==> src/rtl/rotate_seq.sv <==
// rtl/rotate_seq.sv - multi-step sequential rotator around a one-position rotateN stage

// Combinational single-position rotate: dir=1 rotates right (LSB wraps to MSB),
// dir=0 rotates left (MSB wraps to LSB).
module rotateN #(
  parameter int N = 8
) (
  input  logic [N-1:0] din,
  input  logic         dir,
  output logic [N-1:0] dout
);

  // One-position rotate, direction selected by dir
  always_comb begin
    dout = din;
    if (dir) begin
      dout = {din[0], din[N-1:1]};
    end else begin
      dout = {din[N-2:0], din[N-1]};
    end
  end

endmodule

// Sequencer: loads a working register, then rotates it one position per clock
// for AMT clocks in the direction latched at START. BUSY covers the rotate
// steps; DONE is a single-cycle pulse in the FIN state that follows.
module rotate_seq #(
  parameter int N = 8,
  parameter int W = $clog2(N)
) (
  input  logic         CLK,
  input  logic         RESET,
  input  logic         LOAD,
  input  logic [N-1:0] DIN,
  input  logic         START,
  input  logic         DIR,
  input  logic [W-1:0] AMT,
  output logic [N-1:0] DOUT,
  output logic         BUSY,
  output logic         DONE
);

  localparam logic [1:0] IDLE   = 2'd0;
  localparam logic [1:0] ROTATE = 2'd1;
  localparam logic [1:0] FIN    = 2'd2;

  logic [1:0]   state;
  logic [N-1:0] work;
  logic [N-1:0] rot_out;
  logic [W-1:0] count;
  logic         dir_q;
  logic         busy_q;
  logic         done_q;

  // The stage always sees the working register and the direction captured at
  // START, so DIR changes while rotating cannot affect the result.
  rotateN #(.N(N)) u_rot (
    .din  (work),
    .dir  (dir_q),
    .dout (rot_out)
  );

  // Control state, working register and registered BUSY/DONE
  always_ff @(posedge CLK or posedge RESET) begin
    if (RESET) begin
      state  <= IDLE;
      work   <= '0;
      count  <= '0;
      dir_q  <= 1'b0;
      busy_q <= 1'b0;
      done_q <= 1'b0;
    end else begin
      case (state)
        IDLE: begin
          busy_q <= 1'b0;
          done_q <= 1'b0;
          if (LOAD) begin
            // LOAD wins over a simultaneous START; no operation begins
            work <= DIN;
          end else if (START) begin
            dir_q <= DIR;
            if (AMT != '0) begin
              count  <= AMT;
              busy_q <= 1'b1;
              state  <= ROTATE;
            end else begin
              // Zero-step rotate still reports completion
              done_q <= 1'b1;
              state  <= FIN;
            end
          end
        end
        ROTATE: begin
          work  <= rot_out;
          count <= count - 1'b1;
          if (count == W'(1)) begin
            busy_q <= 1'b0;
            done_q <= 1'b1;
            state  <= FIN;
          end
        end
        FIN: begin
          done_q <= 1'b0;
          state  <= IDLE;
        end
        default: begin
          busy_q <= 1'b0;
          done_q <= 1'b0;
          state  <= IDLE;
        end
      endcase
    end
  end

  assign DOUT = work;
  assign BUSY = busy_q;
  assign DONE = done_q;

endmodule

==> config.mk <==
export PLATFORM = sky130hd
export DESIGN_NAME = rotate_seq
export DESIGN_NICKNAME = d
export VERILOG_FILES = /design/src/rtl/rotate_seq.sv
export SDC_FILE = /design/constraint.sdc
export NUM_CORES = 1
export LEC_CHECK = 0
export ABC_AREA = 1
export ABC_CLOCK_PERIOD_IN_PS = 2450
export CELL_PAD_IN_SITES_DETAIL_PLACEMENT = 0
export CELL_PAD_IN_SITES_GLOBAL_PLACEMENT = 2
export CORE_MARGIN = 2
export CORE_UTILIZATION = 27
export DETAILED_ROUTE_END_ITERATION = 8
export MAX_ROUTING_LAYER = met4
export PLACE_DENSITY = 0.9
export SKIP_CTS_REPAIR_TIMING = 1
export SLEW_MARGIN = 20
export SYNTH_ARGS = -nofsm -noshare
export SYNTH_HDL_FRONTEND = slang
export SYNTH_SLANG_ARGS = --single-unit
export TNS_END_PERCENT = 100
==> constraint.sdc <==
create_clock -name CLK -period 2.45 [get_ports CLK]
set_input_delay 0.49 -clock CLK [delete_from_list [all_inputs] [get_ports CLK]]
set_output_delay 0.49 -clock CLK [all_outputs]
set_load 0.01 [all_outputs]
==> impl_metrics.toml, run 1 <==
[clock_network]
clkTransAtPathRegs_ps = 60
cts_sinks = 16
htree_levels = 1
numCtsBuffers = 3
root_buffer = "clkbuf_8"
cts_tree = "built"
cts.path.max_buffers = 2
insertion_delay_ps = 240

[place]
dp.cells = 222
hpwl_um = 1883
place.gp.congestion = 0.7677
numPortBuffers = 25
dp_worst_setup_slack_ps = 734.9

[grt]
antenna_found_initial = 0
grt.overflow.total = 0
grt_usage = 0.1286
grt_start_max_net_pins = 17
grt_pass1_vias = 961
grt_pass1_wl_um = 4146

[finish]
antenna_cells = 0
nets = 197
final_cell_mix = "nand2_1, clkdlybuf4s50_1, dfrtp_1, inv_1, nand3_1"
syn_to_final_growth_pct = 32.96
postLayoutCoreUtil = 0.3668
drive_above_1_share = 0.06215
fin_cells = 225
final_common_cell = "nand2_1"

[critical_path]
crit_chain = "clkdlybuf4s50_1"
path_buf_inv = 1
cp_max_fo = 3
end_kind = "primary output"
max_stage_delay_ps = 550
slowest_stage = "clkdlybuf4s50_1"
cp.arrival_ps = 1170
crit_family = "buffers and inverters"
worstSetupStartpointType = "flop"
critPathKind = "flop to primary output"
crit_required_ps = 1960

[synthesis]
synthDistinctLibCells = 18
ys_seq_area_frac = 0.4025
synth_top_area_cell = "dfrtp_1"
synth_area_sq_um = 994.7
yosysTopAreaCellShare = 0.4025
synth_area_leaders = "dfrtp_1, nand2_1, nand3_1, inv_1, ha_1"
postSynthAreaPerCell_sq_um = 6.544
syn-num-nets = 170
ys_warn_count = 0
synth-seq-cells = 16
syn_inst = 152

[die]
die-area_sq_um = 4185
die_h_um = 64.70
core-area_sq_um = 3606
io_pins = 26
rows = 22
die_width_um = 64.70
start_util = 0.2759

[detailed_routing]
ant_nets = 0
via_count = 961
drc = 0
first_pass_iters = 4
wirelength_um = 2325
dr_wl_met3_um = 81
wire_per_inst_um = 10.33
first_iter_violations = 53
viasPerCell = 4.271
met1_length_um = 1124
dr.max_layer_used = "met4"
route.met2.wl_um = 1106

[sta]
fin_crit_ps = 1663
fmax_mhz = 601.2
finalClockSkew_ps = 1.591
hold_viol_final = 0
slew_headroom = 0.6040
rsz0062_at_grt = "false"
worst_pin_slew_ps = 593.3
setup_violations = 0
whs_ps = 482.0
tns_ps = 0
report.final.slew_viol_count = 0
setup_slack_ps = 786.7
fin_crit_sh = 0.6789

[hold_path]
hold_path_class = "flop to flop"

[power_and_ir_drop]
power.density_nw_per_um2 = 1211
irDropWorstVdd_v = 0.0005188
leakagePower_nw = 0.7089

[run_status]
status = "completed"

[job]
drv_cap = 0
worst paths after layout:
kind	startpoint	end	slack [ps]	depth (start not counted)
worst max-delay path	DOUT[1]$_DFFE_PP0P_	DOUT[1]	790	1
worst min-delay path	count[1]$_DFFE_PP0P_	count[1]$_DFFE_PP0P_	480	2
worst max register to register	state[1]$_DFFE_PP0P_	state[1]$_DFFE_PP0P_	1000	4
worst min register to register	count[1]$_DFFE_PP0P_	count[1]$_DFFE_PP0P_	480	2
max in group asynchronous	RESET	count[0]$_DFFE_PP0P_	1450	2
min in group asynchronous	RESET	BUSY$_DFFE_PP0P_	610	2
synthesized netlist by cell type:
| cell | number |
|---|---|
| nand2_2 | 2 |
| clkinv_1 | 1 |
| nand2_1 | 81 |
| nor2_2 | 1 |
| nand2_4 | 1 |
| buf_6 | 1 |
| nand4_1 | 1 |
| o21ai_0 | 5 |
| inv_1 | 16 |
| a21oi_4 | 1 |
| ha_1 | 2 |
| buf_2 | 1 |
| dfrtp_1 | 16 |
| nand3_1 | 12 |
| inv_2 | 3 |
| nor2_1 | 5 |
| a21oi_1 | 2 |
| buf_4 | 1 |
metal layers:
layer  global-route usage  vias up
met5                    -        -
met1               0.1515      431
met3              0.01736        2
met4              0.04787        0
li1                     -      511
met2               0.2240       17
through the flow:
| step | instance area, sq um | total power, mW |
|---|---|---|
| 4_1_cts | 1323 | 1.627 |
| 2_1_floorplan | 994.7 | 1.125 |
| 3_3_place_gp | 1281 | 1.424 |
| 6_report | 1323 | 1.602 |
| 5_1_grt | 1323 | 1.776 |
| 3_5_place_dp | 1281 | 1.433 |
registers in the layout, indices dropped and copies added (netlist names):
name / cells
state: 2
BUSY: 1
count: 3
dir_q: 1
DOUT: 8
DONE: 1
where the power goes:
group,switching [mW],internal (mW),total [mW]
sequential,0.136,0.393,0.530
combinational,0.519,0.367,0.885
clock,0.0788,0.109,0.187
final cells by class:
type	instances	area [sq um]
Inverter	20	75.07
Fill cell	382	2283
Clock buffer	3	41.29
Timing Repair Buffer	25	250.2
Multi-Input combinational cell	113	495.5
Tap cell	48	60.06
Sequential cell	16	400.4
logic make-up (layout without fill, tap and decap cells):
group                      after synthesis  in the layout  share of synthesized area
and+or+nand+nor                        103            103                     0.4214
buffers and inverters                   23             48                    0.09937
DFF                                     16             16                     0.4025
AOI/OAI and AO/OA                        8              8                    0.05157
adders and majority gates                2              2                    0.02515
(Power assumes the default switching activity.)
==> run 2, diff against run 1 <==
--- a/config.mk
+++ b/config.mk
@@ -6,14 +6,14 @@
 export NUM_CORES = 1
 export LEC_CHECK = 0
 export ABC_AREA = 1
-export ABC_CLOCK_PERIOD_IN_PS = 2450
+export ABC_CLOCK_PERIOD_IN_PS = 1500
 export CELL_PAD_IN_SITES_DETAIL_PLACEMENT = 0
 export CELL_PAD_IN_SITES_GLOBAL_PLACEMENT = 2
 export CORE_MARGIN = 2
-export CORE_UTILIZATION = 27
+export CORE_UTILIZATION = 22
 export DETAILED_ROUTE_END_ITERATION = 8
 export MAX_ROUTING_LAYER = met4
-export PLACE_DENSITY = 0.9
+export PLACE_DENSITY = 0.8
 export SKIP_CTS_REPAIR_TIMING = 1
 export SLEW_MARGIN = 20
 export SYNTH_ARGS = -nofsm -noshare
==> constraint.sdc (replaced) <==
create_clock -name CLK -period 1.5 [get_ports CLK]
set_input_delay 0.3 -clock CLK [delete_from_list [all_inputs] [get_ports CLK]]
set_output_delay 0.3 -clock CLK [all_outputs]
set_load 0.01 [all_outputs]
==> run 2 against run 1 <==
  * Clock skew is 2.5 ps higher
  * Design area is 5.8% higher
  * Critical endpoint is now DONE
  * Critical path type unchanged
  * Worst setup slack worse by 730 ps
  * Sequential share of layout area is 1.7 points lower
  * Die area is 21% higher
==> impl_metrics.toml, run 2 (same netlist as run 1, synthesis figures left out) <==
[grt]
top_usage_layer = "met2"
antenna_found_initial = 0
use_met2 = 0.1955
grt_use_met1 = 0.1335
gr-usage-met3 = 0.03516
grt.overflow.total = 0
grt_start_max_net_pins = 17
grt_pass1_wl_um = 4450
grt_usage = 0.1139
grt_pass1_vias = 1051

[sta]
fin_crit_sh = 0.9622
report.final.slew_viol_count = 0
worst_pin_slew_ps = 417.1
finalClockSkew_ps = 4.044
hold_viol_final = 0
slew_headroom = 0.7190
fmax_mhz = 692.8
rsz0062_at_grt = "false"
fin_crit_ps = 1443
setup_violations = 0

[place]
hpwl_um = 1861
place.gp.congestion = 0.8189
dp.cells = 231
numPortBuffers = 25

[finish]
nets = 202
syn_to_final_growth_pct = 40.63
largest_reg_flops = 8
final_cell_mix = "nand2_1, clkdlybuf4s50_1, dfrtp_1, inv_1, nand3_1"
drive_above_1_share = 0.09290
fin_cells = 235
antenna_cells = 0
final_common_cell = "nand2_1"

[job]
drv_cap = 0

[clock_network]
clkTransAtPathRegs_ps = 70
cts.path.max_buffers = 2
cts_tree = "built"
root_buffer = "clkbuf_8"
htree_levels = 1
insertion_delay_ps = 250
cts_sinks = 16
numCtsBuffers = 3

[die]
rows = 24
start_util = 0.2284
die_width_um = 71.24
die-area_sq_um = 5075
core-area_sq_um = 4354
io_pins = 26
die_h_um = 71.24

[detailed_routing]
wire_per_inst_um = 10.74
drc = 0
via_count = 990
ant_nets = 0
first_pass_iters = 4
wirelength_um = 2523
viasPerCell = 4.213
first_iter_violations = 49

[critical_path]
crit_required_ps = 1200
crit_end = "DONE"
cp.arrival_ps = 1140
end_kind = "primary output"
path_depth = 1
r2r_slack_ps = 190
crit_chain = "clkdlybuf4s50_1"
max_stage_delay_ps = 540
worstSetupStartpointType = "flop"
timing.rr.start = "count[1]$_DFFE_PP0P_"
path_buf_inv = 1
crit_family = "buffers and inverters"
cp_max_fo = 2
worst_r2r_endpoint = "BUSY$_DFFE_PP0P_"
critPathLaunch = "DONE$_DFFE_PP0P_"
slowest_stage = "clkdlybuf4s50_1"
critPathKind = "flop to primary output"
worst_r2r_path_depth = 7

[power_and_ir_drop]
total_power_mw = 2.755
irDropWorstVdd_v = 0.0006431
leakagePower_nw = 0.8329
power.density_nw_per_um2 = 1970

[run_status]
status = "completed"

[hold_path]
hold_path_class = "input port to asynchronous set/reset pin"
[run 2: metrics by stage]
step                      setup TNS [ps]  hold slack [ps]  setup slack, ps    util  cell area [sq um]
after floorplan                        0            213.7            389.9       -              994.7
after global placement                 0            461.2            101.2  0.3040               1324
after detailed placement               0            468.9            80.96  0.3040               1324
after CTS                         -1.002            353.6           -1.002  0.3167               1379
after global routing                   0            377.2            9.430  0.3213               1399
final                                  0            353.1            56.65  0.3213               1399
[run 2: final cells by class]
class | instances | area (sq um)
Clock buffer | 4 | 55.05
Tap cell | 52 | 65.06
Timing Repair Buffer | 30 | 307.8
Inverter | 20 | 75.07
Multi-Input combinational cell | 113 | 495.5
Sequential cell | 16 | 400.4
Fill cell | 479 | 2955
[run 2: tightest hold or removal path, cell delays in order]
cell,delay (ps)
clkdlybuf4s50_1,390
inv_1,50
buf_4,240
[run 2: routing by layer]
metal | vias to the layer above | routed length [um]
met3 | 2 | 115
met4 | 0 | 15
li1 | 519 | -
met5 | - | 0
met2 | 18 | 1232
met1 | 451 | 1159
[run 2: worst min path at each step]
stage                           startpoint                  end  slack, ps
after floorplan                      RESET     BUSY$_DFFE_PP0P_        210
after global placement    BUSY$_DFFE_PP0P_     BUSY$_DFFE_PP0P_        460
after detailed placement  BUSY$_DFFE_PP0P_     BUSY$_DFFE_PP0P_        470
after CTS                            RESET  DOUT[7]$_DFFE_PP0P_        350
after global routing                 RESET  DOUT[7]$_DFFE_PP0P_        380
final                                RESET  DOUT[7]$_DFFE_PP0P_        350
[run 2: power by group]
| part | total, mW | switching (mW) | internal, mW |
|---|---|---|---|
| logic | 1.55 | 0.901 | 0.644 |
| clock network | 0.393 | 0.160 | 0.233 |
| registers | 0.817 | 0.175 | 0.642 |
